===== src/rtl/instr_issue.sv =====
// instr_issue: MIPS fetch front end. It fetches over req/ack, decodes at FIFO write, and issues over valid/ready.
// Build macro ISSUE_ILLEGAL_TRAP_EN: an illegal instruction stops fetch and raises halted until a redirect.
module instr_issue #(
    parameter logic [31:0] RESET_PC = 32'h0000_3000
) (
    input  logic        clk,
    input  logic        rst_n,
    output logic        imem_req,
    output logic [31:0] imem_addr,
    input  logic        imem_ack,
    input  logic [31:0] imem_rdata,
    output logic        out_valid,
    input  logic        out_ready,
    output logic [12:0] out_flags,
    output logic [31:0] out_instr,
    output logic [31:0] out_pc,
    output logic        out_illegal,
    input  logic        redirect_valid,
    input  logic [31:0] redirect_pc,
    output logic        halted
);

    typedef enum logic [1:0] {
        IDLE    = 2'd0,
        REQ     = 2'd1,
        DISCARD = 2'd2
    } state_t;

    typedef struct packed {
        logic [12:0] flags;
        logic        illegal;
        logic [31:0] instr;
        logic [31:0] pc;
    } entry_t;

    function automatic entry_t decode_word(input logic [31:0] word, input logic [31:0] pc);
        entry_t e;
        e.flags = 13'd0;
        e.instr = word;
        e.pc    = pc;
        case (word[31:26])
            6'h00: begin
                case (word[5:0])
                    6'h21:   e.flags[0]  = 1'b1;
                    6'h23:   e.flags[1]  = 1'b1;
                    6'h2a:   e.flags[9]  = 1'b1;
                    6'h08:   e.flags[12] = 1'b1;
                    default: e.flags     = 13'd0;
                endcase
            end
            6'h0d:   e.flags[2]  = 1'b1;
            6'h23:   e.flags[3]  = 1'b1;
            6'h2b:   e.flags[4]  = 1'b1;
            6'h04:   e.flags[5]  = 1'b1;
            6'h0f:   e.flags[6]  = 1'b1;
            6'h08:   e.flags[7]  = 1'b1;
            6'h09:   e.flags[8]  = 1'b1;
            6'h02:   e.flags[10] = 1'b1;
            6'h03:   e.flags[11] = 1'b1;
            default: e.flags     = 13'd0;
        endcase
        // The all-zero word is the canonical nop and is not illegal.
        e.illegal = (e.flags == 13'd0) && (word != 32'd0);
        return e;
    endfunction

    state_t      state_r;
    state_t      state_s;
    logic [31:0] fetch_pc_r;
    logic [31:0] fetch_pc_s;
    logic [31:0] fetch_pc_inc_s;
    logic [31:0] addr_r;
    logic [31:0] addr_s;
    logic        req_r;
    logic        valid_r;
    logic [1:0]  count_r;
    logic [1:0]  count_s;
    logic [1:0]  wr_idx_s;
    entry_t      slot0_r;
    entry_t      slot1_r;
    entry_t      slot0_s;
    entry_t      slot1_s;
    entry_t      new_entry_s;
    logic [31:0] redirect_target_s;
    logic        pop_s;
    logic        push_s;
    logic        stop_r;
    logic        stop_hit_s;

    assign redirect_target_s = {redirect_pc[31:2], 2'b00};
    assign fetch_pc_inc_s    = fetch_pc_r + 32'd4;
    assign pop_s             = valid_r && out_ready && !redirect_valid;
    assign new_entry_s       = decode_word(imem_rdata, addr_r);

`ifdef ISSUE_ILLEGAL_TRAP_EN
    logic halted_r;

    assign stop_hit_s = new_entry_s.illegal;

    // Fetch-stop and halt flags; only a redirect releases them.
    always_ff @(posedge clk or negedge rst_n) begin
        if (!rst_n) begin
            stop_r   <= 1'b0;
            halted_r <= 1'b0;
        end else if (redirect_valid) begin
            stop_r   <= 1'b0;
            halted_r <= 1'b0;
        end else begin
            if (push_s && new_entry_s.illegal) begin
                stop_r <= 1'b1;
            end
            if (pop_s && stop_r && slot0_r.illegal) begin
                halted_r <= 1'b1;
            end
        end
    end

    assign halted = halted_r;
`else
    assign stop_r     = 1'b0;
    assign stop_hit_s = 1'b0;
    assign halted     = 1'b0;
`endif

    // Fetch FSM next-state, next fetch PC and request address.
    always_comb begin
        state_s    = state_r;
        fetch_pc_s = fetch_pc_r;
        addr_s     = addr_r;
        push_s     = 1'b0;
        case (state_r)
            IDLE: begin
                if (redirect_valid) begin
                    fetch_pc_s = redirect_target_s;
                    addr_s     = redirect_target_s;
                    state_s    = REQ;
                end else if (!stop_r && ((count_r - {1'b0, pop_s}) < 2'd2)) begin
                    addr_s  = fetch_pc_r;
                    state_s = REQ;
                end else begin
                    state_s = IDLE;
                end
            end
            REQ: begin
                if (redirect_valid) begin
                    fetch_pc_s = redirect_target_s;
                    if (imem_ack) begin
                        addr_s  = redirect_target_s;
                        state_s = REQ;
                    end else begin
                        state_s = DISCARD;
                    end
                end else if (imem_ack) begin
                    push_s     = 1'b1;
                    fetch_pc_s = fetch_pc_inc_s;
                    // Keep requesting only if the slot after this push stays free.
                    if (((count_r - {1'b0, pop_s}) == 2'd0) && !stop_hit_s) begin
                        addr_s  = fetch_pc_inc_s;
                        state_s = REQ;
                    end else begin
                        state_s = IDLE;
                    end
                end else begin
                    state_s = REQ;
                end
            end
            DISCARD: begin
                if (redirect_valid) begin
                    fetch_pc_s = redirect_target_s;
                end else begin
                    fetch_pc_s = fetch_pc_r;
                end
                if (imem_ack) begin
                    addr_s  = fetch_pc_s;
                    state_s = REQ;
                end else begin
                    state_s = DISCARD;
                end
            end
            default: begin
                state_s = IDLE;
            end
        endcase
    end

    // Two-entry shifting FIFO: slot0 is always the head, so outputs come straight from flops.
    always_comb begin
        slot0_s  = slot0_r;
        slot1_s  = slot1_r;
        wr_idx_s = count_r - {1'b0, pop_s};
        if (redirect_valid) begin
            count_s = 2'd0;
        end else begin
            count_s = count_r + {1'b0, push_s} - {1'b0, pop_s};
        end
        if (pop_s) begin
            slot0_s = slot1_r;
        end else begin
            slot0_s = slot0_r;
        end
        if (push_s) begin
            if (wr_idx_s == 2'd0) begin
                slot0_s = new_entry_s;
            end else begin
                slot1_s = new_entry_s;
            end
        end else begin
            slot1_s = slot1_r;
        end
    end

    // State, PC, request and FIFO registers.
    always_ff @(posedge clk or negedge rst_n) begin
        if (!rst_n) begin
            state_r    <= IDLE;
            fetch_pc_r <= RESET_PC;
            addr_r     <= RESET_PC;
            req_r      <= 1'b0;
            valid_r    <= 1'b0;
            count_r    <= 2'd0;
            slot0_r    <= {$bits(entry_t){1'b0}};
            slot1_r    <= {$bits(entry_t){1'b0}};
        end else begin
            state_r    <= state_s;
            fetch_pc_r <= fetch_pc_s;
            addr_r     <= addr_s;
            req_r      <= (state_s != IDLE);
            valid_r    <= (count_s != 2'd0);
            count_r    <= count_s;
            slot0_r    <= slot0_s;
            slot1_r    <= slot1_s;
        end
    end

    assign imem_req    = req_r;
    assign imem_addr   = addr_r;
    assign out_valid   = valid_r;
    assign out_flags   = slot0_r.flags;
    assign out_instr   = slot0_r.instr;
    assign out_pc      = slot0_r.pc;
    assign out_illegal = slot0_r.illegal;

endmodule

===== config.mk =====
export PLATFORM = sky130hd
export DESIGN_NAME = instr_issue
export DESIGN_NICKNAME = d
export VERILOG_FILES = /design/src/rtl/instr_issue.sv
export SDC_FILE = /design/constraint.sdc
export NUM_CORES = 1
export LEC_CHECK = 0
export CORE_UTILIZATION = 49
export DETAILED_ROUTE_END_ITERATION = 10
export HOLD_SLACK_MARGIN = 0.1
export MAX_ROUTING_LAYER = met4
export PLACE_DENSITY_LB_ADDON = 0.05
export SLEW_MARGIN = 20
export SYNTH_ARGS = -nofsm -noshare
export SYNTH_HDL_FRONTEND = slang
export SYNTH_SLANG_ARGS = --single-unit

===== constraint.sdc =====
create_clock -name clk -period 2.25 [get_ports clk]
set_input_delay 0.3375 -clock clk [delete_from_list [all_inputs] [get_ports clk]]
set_output_delay 0.3375 -clock clk [all_outputs]
set_load 0.02 [all_outputs]

After elaboration in Yosys (flattened, before gate mapping) --
Cells that the tools add are included.
Storage, ports and cells: input bits 69, register bits after elaboration 226, logic and storage cells 99, output and inout bits 113
Cells by class: muxes and demuxes 42, reductions and logical operators 17, add/sub/neg operators 4, bitwise operators 1, magnitude comparators 1, eq/ne operators 20
Operators with widths (number):
- 32-bit 2-to-1 mux | 10
- 78-bit 2-to-1 mux | 3
- 32-bit one-hot mux with 3 select lines | 1
- 32-bit one-hot mux with 2 select lines | 1
- 32-bit by 3-bit adder with 32-bit output (second input constant) | 1
- 32-bit nonzero test | 1
- 6-bit by 4-bit equality test with 1-bit output (second input constant) | 5
- 6-bit equality test (second input constant) | 5
- 1-bit 2-to-1 mux | 21
- 13-bit logical NOT | 1
- 6-bit by 2-bit equality test with 1-bit output (second input constant) | 2
- 2-bit 2-to-1 mux | 5
- 3-bit != test (second input constant) | 3
- 6-bit by 3-bit equality test with 1-bit output (second input constant) | 1
- 6-bit logical NOT | 1
- 2-bit one-hot mux with 3 select lines | 1
- 2-bit nonzero test | 3
- 5-bit AND reduction | 1
- 2-bit logical NOT | 2
- 2-bit != test (second input constant) | 2
- 2-bit AND reduction | 2
- 2-bit by 1-bit subtractor with 2-bit output | 2
- 1-bit logical AND | 3
- 3-bit nonzero test | 1
- 7 further kinds | 7

Longest topological paths before layout --
word-level depth 9, mapped depth 14, gate-level depth less buffers 10

Least setup slack after synthesis --
OpenSTA, ideal clock, no wires.
path kind in2reg, from input port redirect_valid, to register addr_r[11] (netlist: imem_addr[11]), stages 12, data arrival time 2.484 ns, required time 2.122 ns, library setup time 0.128 ns, slack -0.362 ns, buffers on the path 4, cells stage by stage buf_2 > inv_1 > nand3_1 > buf_2 > inv_1 > clkbuf_1 > ha_1 > nor2b_1 > o311ai_2 > o31ai_2 > buf_2 > mux2_1
On the way: longest elaborated chain between the ends 6, elaborated cells on any way between the ends 13, classes of those cells add/sub (1); order compare (1); eq/ne (2); mux (5); reduce/logical (4)
Ends and longest elaborated chain:
- start: declaration | line 18 | input logic redirect_valid,
- 1-bit logical NOT | line 92 | assign pop_s = valid_r && out_ready && !redirect_valid;
- 1-bit logical AND | line 92
- 2-bit by 1-bit subtractor with 2-bit output | line 137, 157
- 2-bit < comparator / 2-bit logical NOT (equally long branches) | line 137, 157
- 3-bit != test (no line)
- 5-bit AND reduction (no line)
- end signal: assignment | line 226 | addr_r <= addr_s;
- end: declaration | line 72 | logic [31:0] addr_r;
Several ways; a longest one is shown, not always the timed one. The select of a mux whose other input is x is not followed. A chain may end at the register's enable or synchronous reset.

Worst setup path in the final report --
from register fetch_pc_r[3], to register addr_r[14] (netlist: imem_addr[14])
On the way: longest elaborated chain between the ends 5
Ends and longest elaborated chain:
- start: declaration | line 69 | logic [31:0] fetch_pc_r;
- start signal: assignment | line 225 | fetch_pc_r <= fetch_pc_s;
- 32-bit by 3-bit adder with 32-bit output | line 91 | assign fetch_pc_inc_s = fetch_pc_r + 32'd4;
- 32-bit 2-to-1 mux | line 157 | if (((count_r - {1'b0, pop_s}) == 2'd0) && !stop_hit_s) begin
- 32-bit 2-to-1 mux | line 153 | end else if (imem_ack) begin
- 32-bit 2-to-1 mux | line 145 | if (redirect_valid) begin
- 32-bit one-hot mux with 3 select lines | line 131 | case (state_r)
Every way passes these cells. The select of a mux whose other input is x is not followed.

==> PnR_summary.wiki <==
{| class="wikitable"
! Metric !! Value
|-
| Wire length of the first global-routing pass || 46600 um
|-
| Number of setup violations in the final report || 0
|-
| Sinks on the clock net || 226
|-
| Dominant cell type by area after synthesis || dfrtp_1
|-
| Fin Setup TNS || 0 ns
|-
| Simple-gate share of the synthesized area || 14.7%
|-
| Endpoints failing hold || 0
|-
| Commonest cells in the netlist || dfrtp_1, nand2_1, o21ai_0
|-
| Chip height || 155 um
|-
| Max-slew violation total from the final report || 0
|-
| Ratio of routed vias to standard cells || 5.44
|-
| Area of the mapped netlist || 11500 um^2
|-
| Crit-path leading delay family || flip-flops
|-
| Routability congestion estimate || 0.854
|-
| Via count of the first global-routing pass || 8784
|-
| Crit path buffers/inverters || 2
|-
| Dominant combinational cell family by area after synthesis || multiplexers
|-
| Fraction of final layout cells sized beyond drive strength 1 || 18.3%
|-
| Post-route antenna net violation count || 0
|-
| Top-count cell post-synth || dfrtp_1
|-
| Data required time of the critical path || 2.64 ns
|-
| Drt initial violations || 491
|-
| Clock transition at the register clock pins on the worst setup and hold paths after CTS || 0.06 ns
|-
| Setup repair after global routing missed its margin || no
|-
| Core Region || 22800 um^2
|-
| Slowest-stage cell, CP || dfrtp_1
|-
| FF-to-FF Start || fetch_pc_r[3]
|-
| Drt pass-1 iters || 5
|-
| Outcome || finished clean
|-
| Leading post-synthesis cells by cell area || dfrtp_1, mux2i_1, mux2_2
|-
| CTS Root Cell || clkbuf_16
|-
| Adder-Cell Fraction of Synth Area || 0.436%
|-
| Synthesized-area fraction occupied by ao, oa, aoi and oai cells || 13.1%
|-
| Slew Limit Headroom || 42.8%
|-
| Fmax || 0.461 GHz
|-
| Net count of the finished layout || 1378
|-
| Maximum level of the CTS H-tree || 1
|-
| Fraction of the yosys area taken by sequential cells || 49.3%
|-
| Num ports || 182
|-
| Largest stage delay, worst path || 0.51 ns
|-
| Power density cells || 1280 nW/um^2
|-
| Row cnt || 55
|-
| Count of maximum capacitance violations || 0
|-
| Post-route fraction of the period consumed by the critical path || 96.5%
|-
| Total nets after synthesis || 1187
|-
| Synth Flop Type || dfrtp_1
|-
| Floorplan die area || 24000 um^2
|-
| Global-route congestion overflow total || 0
|-
| Later-pin clock latency in the skew report || 0.51 ns
|-
| Via count || 8901
|-
| Placed Cells incl. Taps || 1590
|-
| Number of antenna repair diodes || 0
|-
| CTS tree || yes
|-
| Crit. End Element || flip-flop
|-
| Number of antenna violations at the first check in global routing || 0
|-
| Critical path launch point type || flip-flop
|-
| Maximum clock insertion buffer count || 3
|-
| Drt wl/cell || 17.1 um
|-
| Proportion of register bits with asynchronous set or reset after synthesis || 100%
|-
| Placed wire-length estimate || 19600 um
|-
| Gate Count Post-Synth || 1114
|-
| Die width || 155 um
|-
| Worst voltage drop across the vdd grid || 765 uV
|-
| Warnings from Yosys || 0
|-
| Yosys reg bits || 226
|-
| Worst slack on hold paths || 0.372 ns
|-
| Number of enable-type register cells in the synthesized netlist || 0
|-
| Overall Power || 19.0 mW
|-
| Standby leakage power || 6.75 nW
|-
| Multiplexer share of the synthesized area || 15.4%
|-
| Aggregate global-route resource usage || 24.8%
|-
| Sum of routed wire length over all layers || 28000 um
|-
| Ordered cell list for the critical path || ha_1 -> nand4_4 -> nor3_4 -> buf_12 -> buf_4 -> nand2_1 -> mux2i_1 -> a21oi_1
|-
| Type of the worst setup path || reg -> reg
|-
| Maximum number of pins on one net before global-route repair || 65
|-
| Synth-to-Final Area Change || 30.0%
|-
| Starting density of the core || 50.4%
|-
| CTS Buf Count || 25
|-
| Synth unique cells || 71
|-
| Buffer count from post-CTS setup fixing || 0
|-
| Origin of the worst setup path || fetch_pc_r[3]
|-
| Number of remaining DRC errors || 0
|-
| Transition time of the tightest slew-check pin || 0.858 ns
|-
| Port Buffer Count || 178
|-
| Crit path max fanout || 9
|-
| Post-Synth XOR/XNOR Area || 0.763%
|-
| CP Data Arrival Time || 2.56 ns
|-
| Area share of the largest cell type after synthesis || 48.4%
|-
| Post-Synthesis Mean Instance Area || 10.3 um^2
|-
| Clk_skew || 0.00872 ns
|-
| Count of placed standard cells in the final layout, fillers left out || 1636
|-
| Min cycle time layout || 2.17 ns
|-
| Class of the tightest hold or removal check || in -> async
|}
power by group:
group	total, mW	switching, mW	internal, mW	leakage (nW)
Combinational	7.68	3.81	3.86	3.49
Sequential	7.10	1.33	5.77	2.83
Clock	4.26	1.62	2.64	0.429
per-layer routing:
layer / global-route usage (%) / part of all wire (%) / vias up
li1: - / - / 4354
met1: 33.9 / 46 / 4305
met2: 39.9 / 48 / 200
met3: 2.62 / 4.0 / 42
met4: 5.99 / 2.0 / 0
met5: - / 0 / -
cell families after synthesis:
| logic type | count (synthesis) |
|---|---|
| simple gates | 318 |
| compound gates | 255 |
| flops | 226 |
| mux | 167 |
| buf+inv | 133 |
| xor+xnor | 10 |
| fa+ha+maj | 4 |
| other cells | 1 |
flip-flops by register name (all words and copies together), names as in the netlist:
signal	cells
out_illegal	1
out_flags	13
imem_addr	32
imem_req	1
out_valid	1
fetch_pc_r	32
out_pc	32
state_r	2
slot1_r	78
out_instr	32
count_r	2
path summary, 6_finish.rpt:
path | end | slack, ns | cells past startpoint
min in group clk | count_r[1] | 0.38 | 3
max in group asynchronous | slot1_r[68] | 1.15 | 3
max | imem_addr[14] | 0.08 | 8
max reg2reg | imem_addr[14] | 0.08 | 8
min | out_instr[13] | 0.37 | 2
min reg2reg | slot1_r[74] | 0.48 | 2
what timing repair did:
action                     CTS  global route
setup endpoints to repair    0             3
hold buffers                 1             0
hold endpoints to repair    58             0
gates resized for setup      0             0
stage by stage:
step | cell area, um^2 | utilization (%) | worst slack [ns]
2_1_floorplan | 11600 | - | 0.00341
3_3_place_gp | 14000 | 61.7 | -0.196
3_5_place_dp | 14000 | 61.7 | -0.267
4_1_cts | 14900 | 65.5 | 0.109
5_1_grt | 14900 | 65.5 | 0.00181
6_report | 14900 | 65.5 | 0.0789
layout by cell type, fill, tap and decap left out, types with 4 or more instances in the layout:
| cell | instances |
|---|---|
| a2bb2oi_1 | 6 |
| a211oi_1 | 13 |
| clkbuf_1 | 4 |
| a31oi_1 | 11 |
| dfrtp_1 | 221 |
| mux2i_1 | 86 |
| mux2_2 | 71 |
| a21o_1 | 5 |
| nor2b_1 | 11 |
| o31ai_1 | 7 |
| inv_1 | 16 |
| clkinv_2 | 4 |
| nor4_1 | 12 |
| nand4_1 | 22 |
| mux2_1 | 10 |
| and2_1 | 17 |
| xnor2_1 | 6 |
| nor3_1 | 15 |
| clkdlybuf4s50_1 | 176 |
| xor2_1 | 4 |
| nor2_1 | 34 |
| dfstp_2 | 4 |
| buf_4 | 82 |
| clkbuf_16 | 25 |
| nand3_1 | 26 |
| a22oi_1 | 4 |
| a21oi_1 | 49 |
| o21ai_1 | 6 |
| nand3b_1 | 5 |
| and3_1 | 5 |
| o21ai_0 | 122 |
| o22ai_1 | 6 |
| nand2_1 | 132 |
| clkbuf_8 | 8 |
| nand2b_1 | 7 |
| buf_12 | 18 |
final cells by class:
class | count | area (um^2)
clock buffer | 37 | 751
clock inverter | 8 | 118
fill | 1844 | 7850
inverter | 18 | 70.1
multi-input combinational | 755 | 5170
sequential | 226 | 5660
tap | 313 | 392
timing repair buffer | 279 | 2770
No activity file was read; power rests on OpenSTA's default activity.
==> variant 1 (same settings) <==
Build with the macro `ISSUE_ILLEGAL_TRAP_EN` defined.
--- a/src/rtl/instr_issue.sv
+++ b/src/rtl/instr_issue.sv
@@ -1,4 +1,6 @@
 // instr_issue: MIPS fetch front end. It fetches over req/ack, decodes at FIFO write, and issues over valid/ready.
 // Build macro ISSUE_ILLEGAL_TRAP_EN: an illegal instruction stops fetch and raises halted until a redirect.
+`define ISSUE_ILLEGAL_TRAP_EN
+
 module instr_issue #(
     parameter logic [31:0] RESET_PC = 32'h0000_3000
Check against the original RTL: not equivalent (Yosys sat finds a counterexample within 4 cycles, from zero or initial values and one cycle with rst_n low).
==> variant 1 against the unedited design <==
The run now ends with setup timing left. Sequential cell count grew 2. Sequential power grew 3.0%. Count of clock-buffer cells in the layout grew 1. Total power grew 8.5%. Setup slack lost 0.080 ns. Design area grew 1.7%. Utilization grew 0.93 points. Critical endpoint is now imem_addr[31]. First-iteration DRC count grew 13%. Via count grew 5.6%. Area after synthesis grew 0.11%. Routed wire length grew 6.6%.
==> variant 1: results (changes against the unedited design) <==
r2r_cells: 7  # was 8
failed_checks: "setup timing"
timing.critical_path.slowest_stage_cell: "o41ai_4"  # was dfrtp_1
placed_area_sq_mm: 0.01421  # was 0.01405 sq mm
grt_pass1_wl_um: 48580  # was 46620 um
wire_per_inst_um: 17.51  # was 17.13 um
routed_via_density: 5.512  # was 5.441
crit_fanout: 8  # was 9
grt_start_max_net_pins: 79  # was 65
setup_viol: 1  # was 0
synth.area.top_cells: "dfrtp_1 49%, mux2_2 7.5%, nand2_1 6.6%, mux2i_1 4.1%, a31oi_1 4.0%"  # was dfrtp_1 48%, mux2i_1 7.5%, mux2_2 7.0%, o21ai_0 5.4%, nand2_1 4.3%
cp_slowest_stage_delay_ns: 0.47  # was 0.51 ns
crit_end: "imem_addr[31]"  # was imem_addr[14]
grt_pass1_vias: 9146  # was 8784
synthDistinctLibCells: 58  # was 71
setup_ws_ns: -0.0008769  # was 0.07892 ns
cts_buffers: 26  # was 25
gp_congestion: 0.8838  # was 0.8541
peakVddDrop_uv: 940.8  # was 765.4 uV
crit_family: "buffers and inverters"  # was flip-flops
finalSetupTns_ns: -0.0008769  # was 0 ns
hold_class: "input pin to register"  # was input pin to asynchronous set/reset pin
slew_headroom: 0.3450  # was 0.4281
yosysSeqAreaShare: 0.4969  # was 0.4931
outcome: "finished with violations"  # was completed
-- variant 1: cell count changes in the layout (fill, tap and decap cells not counted), sizes merged, moves of 16 or more --
| cell | before | now |
|---|---|---|
| a21oi | 49 | 30 |
| nand2 | 133 | 202 |
| mux2i | 86 | 47 |
| nor2 | 35 | 109 |
| and2 | 18 | 2 |
| o21ai | 128 | 56 |
| mux2 | 81 | 106 |
| buf | 102 | 128 |
| a31oi | 11 | 74 |
-- variant 1: logic make-up (layout without fill, tap and decap cells) --
family                   Yosys count  after routing  share of synthesized area
AND/OR/NAND/NOR                  428            428                     0.1668
AO/OA/AOI/OAI                    206            206                     0.1132
adder cells (fa/ha/maj)            4              4                   0.004355
buffers and inverters            134            364                    0.05683
flip-flops                       228            228                     0.4969
XOR/XNOR                          10             10                   0.007621
multiplexers                     153            153                     0.1543
-- variant 1: cell type report --
cell class / count / area (sq um)
clock buffers: 38 / 757.0
clock inverters: 5 / 56.30
fillers: 1850 / 7662
inverters: 17 / 66.31
multi-input cells: 801 / 5235
flip-flops and latches: 228 / 5710
well taps: 313 / 391.6
repair buffers: 304 / 2968
-- variant 1: how the worst min path moves through the flow --
| stage | start | end | slack, ns |
|---|---|---|---|
| global placement | rst_n | out_flags[5] | 0.28 |
| detailed placement | rst_n | out_flags[5] | 0.29 |
| CTS | imem_rdata[31] | slot1_r[63] | 0.21 |
| global route | imem_rdata[14] | slot1_r[46] | 0.15 |
| finish | imem_rdata[14] | slot1_r[46] | 0.15 |
| floorplan | rst_n | count_r[0] | 0.04 |
-- variant 1: repair_timing --
action,CTS,global route
pin swaps,4,3
hold endpoints to repair,42,0
setup buffers,2,5
cloned,2,0
setup endpoints to repair,31,27
resized for setup,18,13
hold buffers,1,0
-- variant 1: power groups by stage --
stage / Clock (mW) / Sequential [mW] / Combinational [mW]
after CTS: 4.14 / 7.31 / 9.26
after global routing: 4.28 / 7.55 / 10.0
after global placement: 0 / 7.30 / 8.90
after detailed placement: 0 / 7.37 / 9.05
final: 4.04 / 7.31 / 9.31
after floorplan: 0 / 7.84 / 5.03
-- variant 1: routing by layer --
metal | vias up | wire, um | global-route usage
met1 | 4574 | 13950 | 0.3587
li1 | 4512 | - | -
met3 | 35 | 1565 | 0.03315
met2 | 282 | 13970 | 0.4133
met5 | - | 0 | -
met4 | 0 | 387 | 0.04809
-- variant 1: metrics by stage --
stage	utilization	worst slack (ns)
after floorplan	-	-0.1101
after global routing	0.6646	-0.02390
after global placement	0.6221	-0.6265
after detailed placement	0.6221	-0.6844
after CTS	0.6604	-0.04172
final	0.6646	-0.0008769
==> variant 2 (config.mk and constraints unchanged) <==
Made on the original files. Encoding of `state_t`: now one-hot (3 bits for 3 states).
--- a/src/rtl/instr_issue.sv
+++ b/src/rtl/instr_issue.sv
@@ -21,8 +21,8 @@
 );
 
-    typedef enum logic [1:0] {
-        IDLE    = 2'd0,
-        REQ     = 2'd1,
-        DISCARD = 2'd2
+    typedef enum logic [2:0] {
+        IDLE    = 3'b001,
+        REQ     = 3'b010,
+        DISCARD = 3'b100
     } state_t;
 
Function: same outputs for any inputs over 4 cycles, from zero or initial values and one cycle with rst_n low; so few cycles prove little.
==> variant 2 against the unedited design <==
Via count rose by 12%. Total power rose by 0.79%. Area after synthesis rose by 1.6%. Design area rose by 1.7%. Routed wire length rose by 13%. Sequential cell count rose by 1. Setup slack improved by 0.055 ns. First-iteration DRC count rose by 24%. Largest power group unchanged. Highest routed layer unchanged.
==> variant 2: results (changes against the unedited design) <==
outcome: "completed"  # unchanged
synth.area.top_cells: "dfrtp_1 48%, nand2_1 11%, mux2i_1 7.6%, o21ai_0 5.0%, buf_4 2.3%"  # was dfrtp_1 48%, mux2i_1 7.5%, mux2_2 7.0%, o21ai_0 5.4%, nand2_1 4.3%
nNetsFinal: 1552  # was 1378
crit_end: "imem_addr[25]"  # was imem_addr[14]
post-place-ws_ns: -0.2877  # was -0.2671 ns
placed_area_sq_mm: 0.01437  # was 0.01405 sq mm
drt_iter0_markers: 610  # was 491
place_inst: 1770  # was 1590
grt_start_max_net_pins: 79  # was 65
tightest_slew_ns: 0.9643  # was 0.8578 ns
reg2reg_to: "imem_addr[25]"  # was imem_addr[14]
r2r_slack_ns: 0.13  # was 0.08 ns
vias: 9951  # was 8901
synthDistinctLibCells: 73  # was 71
hold_class: "input pin to register"  # was input pin to asynchronous set/reset pin
timing.critical_path.slowest_stage_cell: "or3b_1"  # was dfrtp_1
p_sw_mw: 7.288  # was 6.768 mW
synthTopCellsByCount: "335 x nand2_1, 222 x dfrtp_1, 117 x o21ai_0, 89 x mux2i_1, 52 x clkbuf_1"  # was 222 x dfrtp_1, 132 x nand2_1, 123 x o21ai_0, 86 x mux2i_1, 71 x mux2_2
gr-usage-all-layers: 0.2726  # was 0.2480
whs_ns: 0.2140  # was 0.3720 ns
post-route-period-util: 0.9404  # was 0.9649
switching_share: 0.3798  # was 0.3555
crit_family: "simple AND/OR/NAND/NOR gates"  # was flip-flops
clock_skew_ns: 0.01360  # was 0.008717 ns
peakVddDrop_uv: 581.8  # was 765.4 uV
yosysSeqAreaShare: 0.4875  # was 0.4931
r2r-start: "state_r[1]"  # was fetch_pc_r[3]
grt_pass1_vias: 9440  # was 8784
clockPowerShare: 0.211  # was 0.224
grt_pass1_wl_um: 51050  # was 46620 um
netlist_instances: 1283  # was 1114
r2r_cells: 7  # was 8
p_seq_mw: 6.88  # was 7.10 mW
gp_congestion: 0.9595  # was 0.8541
syn_nets: 1356  # was 1187
[variant 2: layout make-up]
cell class	instances	area [sq um]
Fill cell	2032	8214
Sequential cell	227	5687
Multi-Input combinational cell	917	5375
Timing Repair Buffer	289	2855
Clock buffer	39	718.2
Tap cell	319	399.1
Clock inverter	5	77.57
Inverter	19	76.32
[variant 2: per-layer routing]
layer  track usage  vias to the layer above  share of wire
met2        0.4228                      301           0.46
met3       0.02852                       57          0.055
met5             -                        -              0
met1        0.3792                     4773           0.46
met4       0.07937                        0          0.023
li1              -                     4820              -
[variant 2: worst min-delay path: cells and delay by family]
family,cells,cell delay (ns)
and+or+nand+nor,2,0.19
buffers and inverters,1,0.15
[variant 2: cell families (layout without fill, tap and decap cells)]
kind of cell    count (synthesis)  count (layout)  share of synthesized area
fa+ha+maj                       4               4                   0.004291
mux                           106             106                    0.09310
xor+xnor                       12              12                   0.009010
compound gates                238             238                     0.1275
buf+inv                       139             352                    0.05953
simple gates                  556             556                     0.2187
flops                         227             227                     0.4875
other cells                     1               1                  0.0003215
